File: config.mk
export PLATFORM = sky130hd
export DESIGN_NAME = genius_seq_loader_flat
export DESIGN_NICKNAME = d
export VERILOG_FILES = /design/src/rtl/genius_seq_loader_pkg.sv /design/src/rtl/genius_seq_loader_if.sv /design/src/rtl/genius_seq_loader_lfsr.sv /design/src/rtl/genius_seq_loader.sv /design/src/flat_wrapper.sv
export SDC_FILE = /design/constraint.sdc
export NUM_CORES = 1
export LEC_CHECK = 0
export CAP_MARGIN = 15
export CORE_MARGIN = 3
export CORE_UTILIZATION = 50
export CTS_BUF_LIST = sky130_fd_sc_hd__clkbuf_4 sky130_fd_sc_hd__clkbuf_8
export DETAILED_ROUTE_END_ITERATION = 8
export HOLD_SLACK_MARGIN = 0.12
export PLACE_DENSITY_LB_ADDON = 0.08
export SLEW_MARGIN = 20
export SYNTH_ARGS = -nofsm -noshare
export SYNTH_HDL_FRONTEND = slang
export SYNTH_SLANG_ARGS = --single-unit
File: constraint.sdc
create_clock -name clock -period 3.6 [get_ports clock]
set_clock_uncertainty 0.1 [all_clocks]
set_input_delay 0.36 -clock clock [delete_from_list [all_inputs] [get_ports clock]]
set_output_delay 0.36 -clock clock [all_outputs]
set_load 0.005 [all_outputs]
File: src/rtl/genius_seq_loader_pkg.sv
// genius_pkg: shared definitions for the Genius sequence loader.
// Holds the one-hot color constants, the LFSR tap mask, the entropy
// mask, the default seed, the loader state encoding and the helper that
// maps a 2-bit color index to its one-hot code.
// Optional feature macro used by the loader: GENIUS_NO_REPEAT_EN.
package genius_pkg;

    localparam logic [3:0] COR_VERDE    = 4'b0001;
    localparam logic [3:0] COR_VERMELHO = 4'b0010;
    localparam logic [3:0] COR_AZUL     = 4'b0100;
    localparam logic [3:0] COR_AMARELO  = 4'b1000;

    localparam logic [15:0] LFSR_TAPS    = 16'hB400;
    localparam logic [15:0] ENTROPY_MASK = 16'h5A5A;
    localparam logic [15:0] DEFAULT_SEED = 16'hACE1;

    typedef enum logic [1:0] {
        ST_IDLE  = 2'd0,
        ST_SEED  = 2'd1,
        ST_WRITE = 2'd2,
        ST_DONE  = 2'd3
    } loader_state_t;

    function automatic logic [3:0] color_of(input logic [1:0] idx);
        logic [3:0] c;
        case (idx)
            2'b00:   c = COR_VERDE;
            2'b01:   c = COR_VERMELHO;
            2'b10:   c = COR_AZUL;
            default: c = COR_AMARELO;
        endcase
        return c;
    endfunction

endpackage

File: src/rtl/genius_seq_loader_if.sv
// genius_seq_loader_if: groups the loader's control and memory bus.
// Signals:
//   start, random_mode, game_addr  - driven by control unit / game datapath
//   mem_addr, mem_we, mem_wdata    - sequence memory port
//   busy, game_grant, done         - ownership and completion status
// Modports: master (control/datapath side), slave (the loader).
interface genius_seq_loader_if #(
    parameter int ADDR_W = 4
);
    logic              start;
    logic              random_mode;
    logic [ADDR_W-1:0] game_addr;
    logic [ADDR_W-1:0] mem_addr;
    logic              mem_we;
    logic [3:0]        mem_wdata;
    logic              busy;
    logic              game_grant;
    logic              done;

    modport master (
        output start, random_mode, game_addr,
        input  mem_addr, mem_we, mem_wdata, busy, game_grant, done
    );

    modport slave (
        input  start, random_mode, game_addr,
        output mem_addr, mem_we, mem_wdata, busy, game_grant, done
    );
endinterface

File: src/rtl/genius_seq_loader_lfsr.sv
// genius_lfsr16: 16-bit Galois LFSR with parallel load.
// Ports:
//   clock, reset      - clock, asynchronous active-high reset
//   load, load_value  - overwrite the register (has priority over step)
//   step              - advance one position using LFSR_TAPS
//   value             - current register contents
module genius_lfsr16
    import genius_pkg::*;
#(
    parameter logic [15:0] RESET_VALUE = DEFAULT_SEED
) (
    input  logic        clock,
    input  logic        reset,
    input  logic        load,
    input  logic        step,
    input  logic [15:0] load_value,
    output logic [15:0] value
);

    always_ff @(posedge clock or posedge reset) begin
        if (reset) begin
            value <= RESET_VALUE;
        end else if (load) begin
            value <= load_value;
        end else if (step) begin
            value <= value[0] ? ((value >> 1) ^ LFSR_TAPS) : (value >> 1);
        end
    end

endmodule

File: src/rtl/genius_seq_loader.sv
// genius_seq_loader: fills the Genius sequence memory with DEPTH one-hot
// colors, then returns the memory address port to the game datapath.
// Ports:
//   clock, reset - clock, asynchronous active-high reset
//   bus (slave)  - start/random_mode/game_addr in; mem_addr/mem_we/
//                  mem_wdata/busy/game_grant/done out
// Parameters: ADDR_W, DEPTH (<= 2**ADDR_W), LFSR_SEED (nonzero).
// Optional feature: define GENIUS_NO_REPEAT_EN to forbid two equal
// adjacent colors (the first word is never altered).
module genius_seq_loader
    import genius_pkg::*;
#(
    parameter int          ADDR_W    = 4,
    parameter int          DEPTH     = 16,
    parameter logic [15:0] LFSR_SEED = 16'hACE1
) (
    input  logic                clock,
    input  logic                reset,
    genius_seq_loader_if.slave  bus
);

    localparam logic [ADDR_W-1:0] LAST_ADDR = ADDR_W'(DEPTH - 1);

    loader_state_t     state;
    logic [ADDR_W-1:0] addr_cnt;
    logic [15:0]       entropy;
    logic              mode_q;
    logic              mem_we_r;
    logic              busy_r;
    logic              done_r;

    logic [15:0]       lfsr_value;
    logic [15:0]       ent_mix;
    logic [15:0]       seed_value;
    logic [1:0]        raw_idx;
    logic [1:0]        wr_idx;

    // Free-running entropy source; the game start time makes it random.
    always_ff @(posedge clock or posedge reset) begin
        if (reset) begin
            entropy <= '0;
        end else begin
            entropy <= entropy + 16'd1;
        end
    end

    // A zero seed would lock the LFSR, so fall back to the default.
    assign ent_mix    = entropy ^ ENTROPY_MASK;
    assign seed_value = mode_q ? ((ent_mix == 16'h0000) ? DEFAULT_SEED : ent_mix)
                               : LFSR_SEED;

    genius_lfsr16 #(
        .RESET_VALUE(LFSR_SEED)
    ) u_lfsr (
        .clock      (clock),
        .reset      (reset),
        .load       (state == ST_SEED),
        .step       (state == ST_WRITE),
        .load_value (seed_value),
        .value      (lfsr_value)
    );

    assign raw_idx = lfsr_value[1:0];

`ifdef GENIUS_NO_REPEAT_EN
    logic [1:0] prev_idx;

    // Bump a repeated index to the next color; the LFSR itself is untouched.
    assign wr_idx = ((addr_cnt != '0) && (raw_idx == prev_idx)) ? (raw_idx + 2'd1)
                                                                : raw_idx;

    always_ff @(posedge clock) begin
        if (state == ST_WRITE) begin
            prev_idx <= wr_idx;
        end
    end
`else
    assign wr_idx = raw_idx;
`endif

    // Loader FSM; outputs are registered alongside the state so they
    // always match the state they belong to.
    always_ff @(posedge clock or posedge reset) begin
        if (reset) begin
            state    <= ST_IDLE;
            addr_cnt <= '0;
            mode_q   <= 1'b0;
            mem_we_r <= 1'b0;
            busy_r   <= 1'b0;
            done_r   <= 1'b0;
        end else begin
            case (state)
                ST_IDLE: begin
                    done_r <= 1'b0;
                    if (bus.start) begin
                        state  <= ST_SEED;
                        mode_q <= bus.random_mode;
                        busy_r <= 1'b1;
                    end
                end
                ST_SEED: begin
                    addr_cnt <= '0;
                    mem_we_r <= 1'b1;
                    state    <= ST_WRITE;
                end
                ST_WRITE: begin
                    if (addr_cnt == LAST_ADDR) begin
                        mem_we_r <= 1'b0;
                        done_r   <= 1'b1;
                        state    <= ST_DONE;
                    end else begin
                        addr_cnt <= addr_cnt + 1'b1;
                    end
                end
                ST_DONE: begin
                    done_r <= 1'b0;
                    busy_r <= 1'b0;
                    state  <= ST_IDLE;
                end
                default: begin
                    state    <= ST_IDLE;
                    mem_we_r <= 1'b0;
                    busy_r   <= 1'b0;
                    done_r   <= 1'b0;
                end
            endcase
        end
    end

    // The game datapath drives the address only while the loader is idle.
    assign bus.mem_addr   = (state == ST_IDLE) ? bus.game_addr : addr_cnt;
    assign bus.mem_we     = mem_we_r;
    assign bus.mem_wdata  = mem_we_r ? color_of(wr_idx) : 4'b0000;
    assign bus.busy       = busy_r;
    assign bus.game_grant = ~busy_r;
    assign bus.done       = done_r;

endmodule

File: src/flat_wrapper.sv
// flat-port wrapper written by rule: the top's interface ports become plain ports
module genius_seq_loader_flat import genius_pkg::*;
#(
    parameter int          ADDR_W    = 4,
    parameter int          DEPTH     = 16,
    parameter logic [15:0] LFSR_SEED = 16'hACE1
)
  (clock, reset, bus_start, bus_random_mode, bus_game_addr, bus_mem_addr, bus_mem_we, bus_mem_wdata, bus_busy, bus_game_grant, bus_done);
  genius_seq_loader_if #(.ADDR_W(ADDR_W)) bus_i ();
  input  logic clock;
  input  logic reset;
  input wire logic [$bits(bus_i.start)-1:0] bus_start;
  input wire logic [$bits(bus_i.random_mode)-1:0] bus_random_mode;
  input wire logic [$bits(bus_i.game_addr)-1:0] bus_game_addr;
  output wire logic [$bits(bus_i.mem_addr)-1:0] bus_mem_addr;
  output wire logic [$bits(bus_i.mem_we)-1:0] bus_mem_we;
  output wire logic [$bits(bus_i.mem_wdata)-1:0] bus_mem_wdata;
  output wire logic [$bits(bus_i.busy)-1:0] bus_busy;
  output wire logic [$bits(bus_i.game_grant)-1:0] bus_game_grant;
  output wire logic [$bits(bus_i.done)-1:0] bus_done;
  assign bus_i.start = bus_start;
  assign bus_i.random_mode = bus_random_mode;
  assign bus_i.game_addr = bus_game_addr;
  assign bus_mem_addr = bus_i.mem_addr;
  assign bus_mem_we = bus_i.mem_we;
  assign bus_mem_wdata = bus_i.mem_wdata;
  assign bus_busy = bus_i.busy;
  assign bus_game_grant = bus_i.game_grant;
  assign bus_done = bus_i.done;
  genius_seq_loader #(.ADDR_W(ADDR_W), .DEPTH(DEPTH), .LFSR_SEED(LFSR_SEED)) u_core (.clock(clock), .reset(reset), .bus(bus_i));
endmodule
== Word-level counts from Yosys, hierarchy flattened ==
Cells that the tools add are included.
Word-level totals
  output and inout bits: 12
  word-level logic and storage cells: 54
  flip-flop bits (word level): 42
Operators by class
  bitwise operators: 3
  equal/unequal tests: 9
  $add $sub $neg: 2
  reductions and logical operators: 13
  muxes and demuxes: 19
Operator list (count)
  $mux W16: 5
  $add A16 B1 Y16 const B: 1
  $logic_not A16 Y1: 1
  $mux W4: 3
  $pmux W4 S3: 1
  $reduce_and A2 Y1: 6
  $not A8 Y8: 1
  $pmux W2 S4: 1
  $pmux W4 S2: 1
  $eq A2 B2 Y1 const B: 3
  $pmux W1 S2: 3
  $reduce_bool A2 Y1: 3
  $add A4 B1 Y4 const B: 1
  $eq A2 B1 Y1 const B: 2
  $eq A4 B4 Y1 const B: 1
  $logic_not A2 Y1: 2
  $mux W2: 2
  $ne A2 B2 Y1 const B: 2
  $not A3 Y4: 1
  $mux W1: 3
  $ne A2 B1 Y1 const B: 1
  $reduce_or A2 Y1: 1
  $not A1 Y1: 1

== Depth between registers and ports, before layout ==
Gate-level depths: netlist of the first run.
  depth in word-level cells: 5
  mapped depth: 6

== Cells and area by module ==
A second synthesis of the first run with hierarchy kept.
Second synthesis, totals
  cell total of the unflattened synthesis: 215
  area total of the unflattened synthesis: 2263.4 sq um
By module, submodules not included
  genius_seq_loader: times used 1, area an instance 1455.1 sq um, cells an instance 140
  genius_lfsr16: times used 1, area an instance 808.3 sq um, cells an instance 75

== Least setup slack after synthesis of the first run ==
Ideal clock, no wire load.
  path kind: register to register
  from: register u_core.state[0]
  to: register u_core.u_lfsr.value[0]
  arrival time: 1450 ps
  setup time: 77 ps
  stages on the path, launching flop included: 7
  slack: 1973 ps
  data required time: 3423 ps
  cells stage by stage: dfrtp_1 > inv_1 > ha_1 > buf_2 > clkbuf_1 > o22ai_1 > a31oi_1
Between the ends
  longest elaborated chain between the ends: 2
  elaborated cells between the ends (all ways): 4
  classes of those cells: eq/ne (2); mux (1); reduce/logical (1)
RTL lines
  start, declared: line genius_seq_loader.sv:24  | loader_state_t state;
  start signal, assigned: line genius_seq_loader.sv:85  | state <= ST_IDLE;
  start signal, assigned: line genius_seq_loader.sv:96  | state <= ST_SEED;
  start signal, assigned: line genius_seq_loader.sv:104  | state <= ST_WRITE;
  $eq A2 B1 Y1 or $eq A2 B2 Y1 (tied branches): line genius_seq_loader.sv:57, genius_seq_loader.sv:58
  $mux W16 or $reduce_bool A2 Y1 (tied branches)
  end signal, assigned: line genius_seq_loader_lfsr.sv:24  | value <= load_value;
  end signal, assigned: line genius_seq_loader_lfsr.sv:26  | value <= value[0] ? ((value >> 1) ^ LFSR_TAPS) : (value >> 1);
  end, declared: line genius_seq_loader_lfsr.sv:17  | output logic [15:0] value
Parallel ways exist; a longest one is shown, timed or not.
A chain may end at the register's enable or synchronous reset.

== Final worst setup path of the first run ==
  from: register u_core.state[0]
  to: output bus_mem_addr[1]
Between the ends
  longest elaborated chain between the ends: 2
RTL lines
  $logic_not A2 Y1: line genius_seq_loader.sv:131  | assign bus.mem_addr = (state == ST_IDLE) ? bus.game_addr : addr_cnt;
  $mux W4: line genius_seq_loader.sv:131
  end, declared: line flat_wrapper.sv:15  | output wire logic [$bits(bus_i.mem_addr)-1:0] bus_mem_addr;
No other way between the ends.

==> metrics, run 1 <==
cell with the most instances after synthesis=dfrtp_1; Die W=71.65 um; cell area after synthesis=2155 um^2; CTS tree=yes; Peak VDD IR=382.6 uV; Slew @ Worst Pin=708.5 ps; max_cap viols=0; worst path bufs/invs=2; total of warnings raised by yosys=0; leak pwr=1.134 nW; PwrDens=832.2 nW/um^2; row count=23; global route overflow=0; EDFF count, synth=0; Yosys cell types=37; Setup Crit Path Kind=flop to output pin; CP required=3140 ps; CTS clk-pin slew, worst paths=80 ps; total CTS buffers=5; Initial DRC Count=159; share of cells above drive strength 1=0.1354; area leader, netlist=dfrtp_1; Synth Flop Type=dfrtp_1; global-route usage over all layers=0.1873; Worst R2R Path Depth=5; Mapped Avg Cell Area=10.26 um^2; routed via count=1,600; post-cts gate resize count=0; min cycle time layout=2452 ps; die area=5133 um^2; final setup vio count=0; clk buf depth=2; Die H=71.65 um; Post-Syn Nets=226; Port-buffer cells=19; Crit Reg-Reg Startpoint=u_core.state[0]; Final nets=244; f_max=407.8 MHz; floorplan core area=4086 um^2; Synth top area share=0.3949; RSZ-0062 raised after global routing=false; Post-CTS Setup Bufs=0; Detailed Route WL=4.328 mm; antenna violations before repair=0; Critical Path End Type=output pin; Worst path max stage delay=460 ps; cell family with most CP delay=buffers and inverters; Crit-path slowest cell=clkdlybuf4s50_1; Initial Util=0.5273; hold_buf cts=0; largest net degree at the start of global routing=43; # diodes=0; Worst Path Arrival=1990 ps; TritonRoute pass-1 iters=4; Final HPWL DP=3.141 mm; total power=0.002098 W; top post-synthesis cells by area=dfrtp_1 (39%), dfstp_2 (9.8%), xor2_1 (4.9%); first-pass GRT wire length=7.624 mm; Worst Path Max Fanout=7; final weighted congestion in routability-driven placement=0.8053; CTS sink cnt=42; Synth top cells by count=dfrtp_1 (34), nor2_1 (17), nand2_1 (14); Setup TNS=0 ps; register area share after synthesis=0.4925; CTS H-tree lvls=2; vias in the first global route=1,602; Gate Count Post-Synth=210; Layout fillers=341; vias per cell=5.735; fin crit share=0.6811; routed len/inst=15.51 um; final slew viol count=0; clk_lat worst skew=290 ps; Yosys reg bits=42; number of remaining DRC errors=0; CTS Root Cell=clkbuf_8; Hold Fails Final Rpt=0; Max transition margin=0.5277; worst reg-to-reg setup slack=1530 ps; Critical Path Source Type=flop; worst-path cell chain=inv_1 -> ha_1 -> mux2_2 -> clkdlybuf4s50_1; # IOs=20; Routed Antenna Nets=0; Layout area overhead=17.02%; outcome=finished, final reports clean; R2R Path End=u_core.u_lfsr.value[1]; Post-synth ARST share=1.000; Hold Crit Class=primary input to async pin
-- layout make-up --
class	count	area, um^2	share of cell area
flip-flops and latches	42	1061	0.4208
multi-input cells	148	1012	0.4015
clock buffers	6	82.58	0.03275
repair buffers	21	205.2	0.08139
clock inverters	2	60.06	0.02382
well taps	50	62.56	0.02481
inverters	10	37.54	0.01489
-- state kept, by name, indices dropped and copies added, names as in the netlist --
register / count
u_core.addr_cnt: 4
u_core.bus.busy: 1
u_core.bus.done: 1
u_core.bus.mem_we: 1
u_core.entropy: 16
u_core.mode_q: 1
u_core.state: 2
u_core.u_lfsr.value: 16
-- worst register-to-register path: stages, from the launching register on --
cell     delay (ps)
dfrtp_1         400
inv_1           100
ha_1            750
nand3_1         340
nor2_1          180
a21o_2          130
-- worst max path at each step --
stage / startpoint / to / slack (ps) / depth (start not counted)
2_1_floorplan: u_core.state[0] / u_core.u_lfsr.value[0] / 1970 / 6
3_3_place_gp: u_core.state[0] / bus_mem_addr[3] / 1550 / 4
3_5_place_dp: u_core.state[0] / bus_mem_addr[1] / 1460 / 4
4_1_cts: u_core.state[0] / bus_mem_addr[1] / 1140 / 4
5_1_grt: u_core.state[0] / bus_mem_addr[1] / 1020 / 4
6_report: u_core.state[0] / bus_mem_addr[1] / 1150 / 4
-- logic make-up after synthesis --
kind of cell             after synthesis  share of synthesized area
AO/OA/AOI/OAI                         33                    0.09814
XOR/XNOR                              17                    0.06910
adder cells (fa/ha/maj)                8                    0.04646
buffers and inverters                 20                    0.03774
flip-flops                            42                     0.4925
multiplexers                          10                    0.05053
AND/OR/NAND/NOR                       80                     0.2056
-- where the power goes --
group	internal (W)	leakage [nW]	switching, W
combinational	0.000444	0.558	0.000444
sequential	0.000641	0.505	0.000114
clock	0.000296	0.0714	0.000159
total	0.00138	1.13	0.000717
-- metrics by stage --
stage / cells / util / instance area [um^2] / hold WS [ps] / worst slack [ps]
floorplan: 210 / - / 2155 / 363.8 / 1973
global placement: 271 / 0.5821 / 2379 / 393.0 / 1550
detailed placement: 271 / 0.5821 / 2379 / 407.1 / 1465
CTS: 279 / 0.6170 / 2521 / 419.7 / 1137
global route: 279 / 0.6170 / 2521 / 435.1 / 1024
finish: 279 / 0.6170 / 2521 / 402.5 / 1148
-- routing by layer --
| layer | wire length, um | vias up | global-route usage |
|---|---|---|---|
| met3 | 131 | 4 | 0.03366 |
| li1 | - | 783 | - |
| met5 | 0 | - | 0 |
| met4 | 40 | 0 | 0.05637 |
| met2 | 2061 | 23 | 0.2878 |
| met1 | 2096 | 790 | 0.2708 |
-- placed cells by master (no fill, tap or decap) --
master and n:
nand4_1 3, nor2_1 17, mux2_2 7, nor2b_1 1, nand3b_1 4, dfstp_2 8, nor4bb_1 1, nor3b_1 2
a21o_2 1, ha_1 8, nor4b_1 1, nand2_1 14, nand3_2 2, nand3_1 10, dfrtp_1 34, a21oi_1 7
xnor2_1 5, o32a_1 1, and4bb_2 1, mux2i_1 3, clkbuf_8 6, buf_4 2, o21ai_0 2, o2bb2ai_1 1
nand4b_2 1, inv_1 10, nor4_1 6, xor2_1 12, clkdlybuf4s50_1 19, a31o_2 1, nor3_1 3, and3_1 3
nand2b_1 11, o22ai_1 9, o31ai_1 1, bufinv_16 2, a31oi_1 9, a41o_1 1
(Power assumes the default switching activity.)
==> inputs of run 2 (changes only) <==
clock period = 2.3 ns   (was 3.6 ns; I/O delays follow)
==> metrics, run 2 (synthesized netlist as in run 1, its figures left out) <==
outcome=finished, final reports clean; CTS clk-pin slew, worst paths=80 ps; routed len/inst=16.19 um; largest net degree at the start of global routing=43; f_max=454.0 MHz; CTS H-tree lvls=2; Initial Util=0.5273; total power=0.003157 W; clk_lat worst skew=300 ps; CTS tree=yes; PwrDens=1266 nW/um^2; TritonRoute pass-1 iters=4; min cycle time layout=2202 ps; Setup TNS=0 ps; placed standard-cell area=2386 um^2; leak pwr=1.120 nW; # IOs=20; Detailed Route WL=4.534 mm; Routed Antenna Nets=0; Crit Reg-Reg Startpoint=u_core.state[1]; vias per cell=5.743; sequential share of power=0.377; fin crit share=0.9576; Hold Fails Final Rpt=0; final slew viol count=0; Die H=71.65 um; hold slack final=260.8 ps; CP required=1970 ps; Worst R2R Path Depth=4; share of cells above drive strength 1=0.1435; Critical Path Source Type=flop; met3 wire len=152 um; floorplan core area=4086 um^2; WL met1=2.161 mm; global route overflow=0; # diodes=0; global-route usage over all layers=0.1953; Util after Layout=0.6102; commonest non-fill, non-tap cell in the layout=dfrtp_1; Layout area overhead=15.74%; Final HPWL DP=3.290 mm; worst reg-to-reg setup slack=490 ps; met2 WL=2.166 mm; row count=23; first-pass GRT wire length=7.741 mm; Setup Crit Path Kind=flop to output pin; number of remaining DRC errors=0; Layout fillers=355; routed via count=1,608; die area=5133 um^2; R2R Path End=u_core.addr_cnt[1]; hold_buf cts=0; Peak VDD IR=752.7 uV; uppermost layer routed=met4; antenna violations before repair=0; Port-buffer cells=19; Slew @ Worst Pin=522.1 ps; CTS Root Cell=clkbuf_8; RSZ-0062 raised after global routing=false; Die W=71.65 um; CTS sink cnt=42; max_cap viols=0; power share of the combinational group=0.462; clock share of power=0.160; Worst Path Max Fanout=7; Critical Path End Type=output pin; Max transition margin=0.6519; sw frac=0.3697; P_int=0.001990 W; Worst Path Arrival=1870 ps; Hold Crit Class=primary input to async pin; Final Cell Area=2494 um^2; Sw Pwr=0.001167 W; vias in the first global route=1,537; clk buf depth=2; final setup vio count=0; Final nets=245; final weighted congestion in routability-driven placement=0.7448; total CTS buffers=5; most frequent cells in the layout=dfrtp_1 (34), clkdlybuf4s50_1 (19), nor2_1 (17); Initial DRC Count=103; largest registers=u_core.entropy x16, u_core.u_lfsr.value x16, u_core.addr_cnt x4
==> run 2: cell types whose count changed in the layout (fill, tap and decap cells not counted), sizes merged <==
cell    before  now
clkinv       0    1
clkbuf       6    7
bufinv       2    0
buf          2    3
==> run 2: cell type report <==
type                            count  area, um^2  area share
Timing Repair Buffer               22       212.7     0.08530
Sequential cell                    42        1061      0.4255
Clock inverter                      1       5.005    0.002007
Multi-Input combinational cell    148        1025      0.4109
Tap cell                           50       62.56     0.02509
Clock buffer                        7       90.09     0.03613
Inverter                           10       37.54     0.01505
==> run 2: worst max-delay path: stages (launching register included) <==
cell and delay, ps:
dfrtp_1 420, inv_1 160, ha_4 210, mux2_2 340, clkdlybuf4s50_1 440
==> run 2: worst max path at each step <==
stage                         start                     end  slack, ps  cells after the start
CTS                 u_core.state[0]         bus_mem_addr[1]         40                      4
floorplan           u_core.state[0]  u_core.u_lfsr.value[0]        670                      6
global route        u_core.state[0]         bus_mem_addr[1]         10                      4
global placement    u_core.state[0]         bus_mem_addr[2]        380                      4
finish              u_core.state[0]         bus_mem_addr[1]        100                      4
detailed placement  u_core.state[0]         bus_mem_addr[1]        300                      4
==> run 2: per-stage QoR <==
step | cells | worst slack (ps)
after CTS | 280 | 41.58
after global routing | 280 | 14.09
after floorplan | 210 | 673.1
final | 280 | 97.50
after detailed placement | 272 | 300.9
after global placement | 272 | 377.0
==> run 2: timing repair <==
action | CTS | global route
setup buffers | 0 | 0
pin swaps | 0 | 0
gates resized for setup | 1 | 1
setup endpoints to repair | 4 | 4
==> run 2: power by group through the flow <==
stage                     logic, W  clock network (W)  registers, W
after floorplan            0.00105                  0       0.00111
after global placement     0.00136                  0       0.00118
after detailed placement   0.00142                  0       0.00120
after CTS                  0.00143           0.000516       0.00119
after global routing       0.00161           0.000549       0.00122
final                      0.00146           0.000506       0.00119
==> run 2: per-layer routing <==
metal	track usage	up-vias
li1	-	775
met1	0.2826	796
met2	0.2929	31
met3	0.04628	6
met4	0.05637	0
met5	0	-
==> inputs of run 3 (changes only) <==
SLEW_MARGIN = 0   (was 20)
clock period = 2.7 ns   (was 2.3 ns; I/O delays follow)
==> metrics, run 3 (synthesized netlist as in run 1, its figures left out) <==
CTS tree=yes; CTS Root Cell=clkbuf_8; Routed Antenna Nets=0; total power=0.002636 W; Worst Path Arrival=2010 ps; Max transition margin=0.6151; Peak VDD IR=462.0 uV; worst-path cell chain=inv_1 -> ha_1 -> mux2_2 -> clkdlybuf4s50_1; Worst R2R Path Depth=4; # diodes=0; max_cap viols=0; final setup vio count=0; CTS H-tree lvls=2; clk buf depth=2; Hold Fails Final Rpt=0; cell family with most CP delay=buffers and inverters; PwrDens=1062 nW/um^2; min cycle time layout=2381 ps; total CTS buffers=5; CTS clk-pin slew, worst paths=70 ps; Worst Path Max Fanout=7; vias in the first global route=1,571; global route overflow=0; # IOs=20; Post-CTS Setup Bufs=0; Detailed Route WL=4.339 mm; CP required=2330 ps; Crit-path slowest cell=clkdlybuf4s50_1; final weighted congestion in routability-driven placement=0.8832; Critical Path Stages=4; Critical Path End Type=output pin; Layout area overhead=15.16%; row count=23; hold_buf cts=0; Final nets=245; f_max=419.9 MHz; leak pwr=1.120 nW; outcome=finished, final reports clean; Port-buffer cells=19; Hold Crit Class=primary input to async pin; Critical Path Source Type=flop; Setup Crit Path Kind=flop to output pin; largest registers=u_core.entropy x16, u_core.u_lfsr.value x16, u_core.addr_cnt x4; Slew @ Worst Pin=577.4 ps; most frequent cells in the layout=dfrtp_1 (34), clkdlybuf4s50_1 (19), nor2_1 (17); Initial DRC Count=97; share of cells above drive strength 1=0.1391; final slew viol count=0; Die H=71.65 um; first-pass GRT wire length=7.479 mm; RSZ-0062 raised after global routing=false; Final HPWL DP=3.101 mm; floorplan core area=4086 um^2; antenna violations before repair=0; CTS sink cnt=42; clk_lat worst skew=300 ps; number of remaining DRC errors=0; worst path bufs/invs=2; Worst path max stage delay=460 ps; TritonRoute pass-1 iters=4; post-cts gate resize count=0; Initial Util=0.5273; global-route usage over all layers=0.1880; die area=5133 um^2; largest net degree at the start of global routing=43; commonest non-fill, non-tap cell in the layout=dfrtp_1; routed via count=1,590; routed len/inst=15.50 um; vias per cell=5.679; Die W=71.65 um; fin crit share=0.8820; Setup TNS=0 ps
-- run 3: cell counts in the layout (fill, tap and decap cells not counted) --
No cell type changed its count.
-- run 3: cell type report --
class | instances | area [um^2]
Multi-Input combinational cell | 148 | 1012
Timing Repair Buffer | 22 | 212.7
Sequential cell | 42 | 1061
Tap cell | 50 | 62.56
Clock buffer | 7 | 90.09
Inverter | 10 | 37.54
Clock inverter | 1 | 5.005
Fill cell | 344 | 1605
-- run 3: worst paths after layout --
| path | start | to | slack, ps |
|---|---|---|---|
| max in group asynchronous | reset | u_core.u_lfsr.value[11] | 1830 |
| worst max register to register | u_core.state[0] | u_core.u_lfsr.value[12] | 690 |
| worst min register to register | u_core.entropy[15] | u_core.entropy[15] | 400 |
| worst max-delay path | u_core.state[0] | bus_mem_addr[1] | 320 |
| worst min-delay path | reset | u_core.mode_q | 300 |
| min in group clock | u_core.entropy[15] | u_core.entropy[15] | 400 |
-- run 3: layer usage --
metal  vias to the layer above  routed length (um)  GRT usage
li1                        775                   -          -
met1                       787                2099     0.2577
met2                        22                2042     0.2878
met3                         6                 139    0.05470
met4                         0                  58    0.06054
met5                         -                   0          0
-- run 3: worst reg2reg max path, cell delays in order, from the launching register on --
cell     delay (ps)
dfrtp_1         410
inv_1           100
ha_1            670
buf_4           280
mux2_2          340
-- run 3: where the power goes --
part	internal, W	switching, W
Sequential	0.000855	0.000156
Clock	0.000216	0.000211
Combinational	0.000600	0.000597
Total	0.00167	0.000964
-- run 3: stage by stage --
step                      area [um^2]  std cells  hold slack (ps)  worst slack, ps  utilization
final                            2481        280            302.0            318.7       0.6072
after global routing             2481        280            346.4            232.0       0.6072
after CTS                        2481        280            318.7            297.6       0.6072
after detailed placement         2386        272            389.1            637.1       0.5839
after global placement           2386        272            390.4            742.4       0.5839
after floorplan                  2155        210            320.5             1073            -
==> variant 1, RTL diff (config.mk and constraints of run 3) <==
Build with the macro `GENIUS_NO_REPEAT_EN` defined.
--- a/src/rtl/genius_seq_loader.sv
+++ b/src/rtl/genius_seq_loader.sv
@@ -7,6 +7,8 @@
 // Parameters: ADDR_W, DEPTH (<= 2**ADDR_W), LFSR_SEED (nonzero).
 // Optional feature: define GENIUS_NO_REPEAT_EN to forbid two equal
 // adjacent colors (the first word is never altered).
+`define GENIUS_NO_REPEAT_EN
+
 module genius_seq_loader
     import genius_pkg::*;
 #(
Formal check against the unedited RTL: not equivalent (Yosys sat finds a counterexample within 10 cycles, from zero or initial values and one cycle with reset high).
==> variant 1 against run 3 <==
Worst setup slack got worse by 0.14 ns; sequential cell count is 2 higher; hold slack improved by 0.0036 ns; first-iteration DRC count increased by 61%; final area up 9.3%; routed wire length up 0.28%; synthesized area grew 9.3%; power up 12%; maximum frequency is 5.4% lower; critical endpoint is now bus_mem_wdata[0]; highest routed layer unchanged.
==> variant 1: results (changes against run 3) <==
Run status
  • Result of the run: finished clean

Critical path
  • Reg2Reg Setup Slack: 0.75 ns (+0.06 ns)
  • Arrival @ worst endpoint: 2.15 ns (+0.14 ns)
  • End of the critical path: bus_mem_wdata[0]
  • R2R depth: 4 (unchanged)
  • Crit path max fanout: 5 (-2)
  • Crit. Startpoint: u_core.addr_cnt[0]

Power
  • Power per Cell Area: 1090 nW/µm² (+2.3%)
  • Max VDD drop: 551 µV (+19%)
  • Part of the power in combinational logic: 47.7% (+2.3 points)
  • Leakage power: 1.25 nW (+12%)
  • Cell-internal power: 1.87 mW (+12%)
  • Share of power burned in the clock network: 14.7% (-1.5 points)

Placed design
  • Final weighted congestion in routability-driven placement: 0.758 (-14%)
  • Final HPWL from detailed placement: 3.16 mm (+1.8%)
  • Area post-placement: 2590 µm² (+8.4%)

Logic synthesis
  • Share of synthesized registers carrying an async set or reset: 95.5% (-4.5 points)
  • Parity-gate share of the synthesized area counting xor and xnor cells: 6.69% (-0.22 points)
  • EDFF count, synth: 2 (+2)
  • Most numerous cell types in the synthesized netlist: sky130_fd_sc_hd__dfrtp_1 (34), sky130_fd_sc_hd__nor2_1 (14), sky130_fd_sc_hd__inv_1 (13), sky130_fd_sc_hd__nand3_1 (13)
  • Synth top area share: 36.1% (-3.4 points)
  • Number of warnings issued by yosys: 0 (unchanged)
  • Largest cells by area after synthesis: sky130_fd_sc_hd__dfrtp_1 (36%), sky130_fd_sc_hd__dfstp_2 (8.9%), sky130_fd_sc_hd__ha_1 (4.8%)
  • Adder and majority cell fraction of the synthesized area: 4.78% (+0.13 points)
  • Seq/Total Area, Yosys: 47.6% (-1.7 points)
  • Post-Synthesis Net Count: 243 (+7.5%)
  • Compound-cell area share of the yosys netlist: 11.1% (+1.3 points)
  • Mux cell area share after synthesis: 3.24% (-1.8 points)

Final layout
  • Post-layout nets: 264 (+7.8%)
  • Fillers: 389 (+13%)
  • Fraction of final layout cells sized beyond drive strength 1: 15.3% (+1.4 points)

Drt
  • Vias after detailed routing: 1,668 (+4.9%)
  • Average wire per standard cell: 14.5 µm (-6.4%)
  • DRC marker count from the first detailed-route iteration: 156 (+61%)

Global routing
  • Vias in the first global route: 1,628 (+3.6%)
  • Total routing resource utilization after global routing: 17.9% (-0.87 points)
  • Global-route wire length before repair: 7.71 mm (+3.0%)

STA
  • Max-slew headroom: 65.4% (+3.9 points)
variant 1: area by class of cell:
class / count / area [µm²] / area share (%)
Tap cell: 52 / 65.1 / 2.40
Clock buffer: 7 / 90.1 / 3.32
Timing Repair Buffer: 25 / 240 / 8.86
Multi-Input combinational cell: 158 / 1140 / 42.0
Sequential cell: 44 / 1120 / 41.3
Clock inverter: 1 / 6.26 / 0.231
Inverter: 13 / 48.8 / 1.80
variant 1: per-stage QoR:
step           total power, mW  hold WS (ns)  setup WS (ns)  utilization, %  instances
6_report                  2.95         0.306          0.183            61.0        300
5_1_grt                   3.21         0.358         0.0541            61.0        300
4_1_cts                   2.97         0.316         0.0307            60.4        297
3_5_place_dp              2.52         0.394          0.349            58.2        289
3_3_place_gp              2.50         0.379          0.405            58.2        289
2_1_floorplan             2.08         0.320          0.932               -        226
variant 1: worst max-delay path, stage by stage, from the launching register on:
cell and delay [ns]:
sky130_fd_sc_hd__dfrtp_1 0.38, sky130_fd_sc_hd__inv_1 0.08, sky130_fd_sc_hd__ha_1 0.20, sky130_fd_sc_hd__nor3b_2 0.17, sky130_fd_sc_hd__or3_4 0.39, sky130_fd_sc_hd__and4bb_1 0.21, sky130_fd_sc_hd__clkdlybuf4s50_1 0.44
variant 1: logic make-up (layout without fill, tap and decap cells):
family / after synthesis / after routing
AO/OA/AOI/OAI: 41 / 41
adder cells (fa/ha/maj): 9 / 9
multiplexers: 7 / 7
flip-flops: 44 / 44
buffers and inverters: 24 / 46
XOR/XNOR: 18 / 18
AND/OR/NAND/NOR: 83 / 83
variant 1: per-layer routing:
metal,vias to the layer above,GRT usage (%),part of all wire (%)
met4,0,4.15,0.34
met2,40,25.8,43
met3,2,4.41,5.2
met1,779,27.4,52
met5,-,0,0
li1,847,-,-
==> variant 2, RTL diff (settings of run 3) <==
Without the edit above. The 4 states of `loader_state_t` get a Gray code encoding in 2 bits.
--- a/src/rtl/genius_seq_loader_pkg.sv
+++ b/src/rtl/genius_seq_loader_pkg.sv
@@ -15,10 +15,10 @@
     localparam logic [15:0] DEFAULT_SEED = 16'hACE1;
 
     typedef enum logic [1:0] {
-        ST_IDLE  = 2'd0,
-        ST_SEED  = 2'd1,
-        ST_WRITE = 2'd2,
-        ST_DONE  = 2'd3
+        ST_IDLE  = 2'b00,
+        ST_SEED  = 2'b01,
+        ST_WRITE = 2'b11,
+        ST_DONE  = 2'b10
     } loader_state_t;
 
     function automatic logic [3:0] color_of(input logic [1:0] idx);
Function: same outputs for any inputs over 10 cycles, from zero or initial values and one cycle with reset high; not proved beyond that.
==> variant 2 against run 3 <==
Synthesized area shrank 6.7%; power shrank 6.2%; largest power group is now registers; sequential share of layout area grew 1.8 points; worst setup slack gained 0.17 ns; clock power grew 40%; die area shrank 6.1%; sequential cell count is the same; routed wire length shrank 5.1%; final area shrank 3.9%.
==> variant 2: results (changes against run 3) <==
STA
  • Post-route worst setup slack: 0.490 ns (+0.171 ns)
  • Max-slew headroom: 62.1% (+0.64 points)
  • Worst hold slack across all endpoints: 0.285 ns (-0.0175 ns)

Placed design
  • Final HPWL from detailed placement: 2.90 mm (-6.6%)
  • Final weighted congestion in routability-driven placement: 0.873 (-1.1%)
  • Count of buffers from port buffering: 19 (unchanged)
  • Worst Setup Slack post-DPL: 0.630 ns (-0.00740 ns)
  • Cell Count Post-Placement: 259 (-4.8%)
  • Area post-placement: 2250 µm² (-5.9%)

Logic synthesis
  • Largest cells by area after synthesis: sky130_fd_sc_hd__dfrtp_1 (42%), sky130_fd_sc_hd__dfstp_2 (10%), sky130_fd_sc_hd__nor2_1 (5.4%)
  • Seq/Total Area, Yosys: 52.8% (+3.5 points)
  • Number of warnings issued by yosys: 0 (unchanged)
  • Cell count after synthesis: 199 (-5.2%)
  • Number of distinct standard cells referenced by the synthesized netlist: 32 (-14%)
  • Most numerous cell types in the synthesized netlist: sky130_fd_sc_hd__dfrtp_1 (34), sky130_fd_sc_hd__nor2_1 (29), sky130_fd_sc_hd__inv_1 (16)
  • Post-Synthesis Net Count: 210 (-7.1%)

Critical path
  • Worst R2R End: u_core.u_lfsr.value[15]
  • Crit path max fanout: 5 (-2)
  • Arrival @ worst endpoint: 1.84 ns (-0.17 ns)
  • Slowest library cell on the worst path: sky130_fd_sc_hd__clkdlybuf4s50_1
  • End of the critical path: bus_mem_addr[3]
  • Reg2Reg Setup Slack: 0.60 ns (-0.09 ns)
  • Beginning of the worst register-to-register path: u_core.entropy[7]

Final layout
  • Antenna Cells: 0 (unchanged)
  • Layout Cells excl Fill: 267 (-4.6%)
  • Post-layout nets: 229 (-6.5%)
  • Fraction of final layout cells sized beyond drive strength 1: 12.3% (-1.6 points)

Drt
  • Met2 wirelength from detailed routing: 1.98 mm (-2.9%)
  • Wire length on met1: 1.89 mm (-9.8%)
  • Sum of met3 wire segment lengths after detailed routing: 183 µm (+32%)
  • Via density: 5.72 (+0.71%)
  • DRC marker count from the first detailed-route iteration: 157 (+62%)
  • Total routed wirelength: 4.12 mm (-5.1%)

Power
  • Max VDD drop: 524 µV (+13%)
  • Total Power Consumption: 2.47 mW (-6.2%)
  • Combinational power: 0.832 mW (-31%)
  • Net switching power: 0.794 mW (-18%)
  • Share of power burned in the clock network: 24.2% (+8.0 points)
  • Leakage power: 1.03 nW (-7.9%)

Global routing
  • Grt met3 use: 3.62% (-1.8 points)
  • Vias in the first global route: 1,542 (-1.8%)
  • Pin count of the biggest net entering global routing: 43 (unchanged)
  • GR Layer Usage met2: 28.0% (-0.81 points)
  • Routing usage on met1: 27.1% (+1.3 points)
  • Global-route wire length before repair: 7.33 mm (-1.9%)
  • Total routing resource utilization after global routing: 19.0% (+0.17 points)

Clock network
  • Post-CTS Resized: 0 (unchanged)
  • Clock Pin Slew Worst Setup and Hold Paths: 0.09 ns (+0.02 ns)

Run status
  • Result of the run: finished clean
## variant 2: changes by cell type in the layout (fill, tap and decap cells not counted), moves of 5 or more
cell	change
sky130_fd_sc_hd__o21ai_0	+10
sky130_fd_sc_hd__a31oi_1	-9
sky130_fd_sc_hd__nor2_1	+12
sky130_fd_sc_hd__ha_1	-5
sky130_fd_sc_hd__a221oi_1	+5
sky130_fd_sc_hd__nand2b_1	-11
sky130_fd_sc_hd__nor4_1	-5
sky130_fd_sc_hd__o221ai_1	+6
sky130_fd_sc_hd__inv_1	+6
sky130_fd_sc_hd__o22ai_1	-9
## variant 2: cell families after synthesis
group	share of synthesized area, %
compound gates	14.7
mux	3.36
fa+ha+maj	1.87
simple gates	15.0
xor+xnor	7.41
buf+inv	4.85
flops	52.8
## variant 2: cell type report
type	count	area, µm²
tap	48	60.1
sequential	42	1060
multi-input combinational	131	852
clock inverter	3	68.8
inverter	16	60.1
fill	297	1390
clock buffer	5	68.8
timing repair buffer	22	213
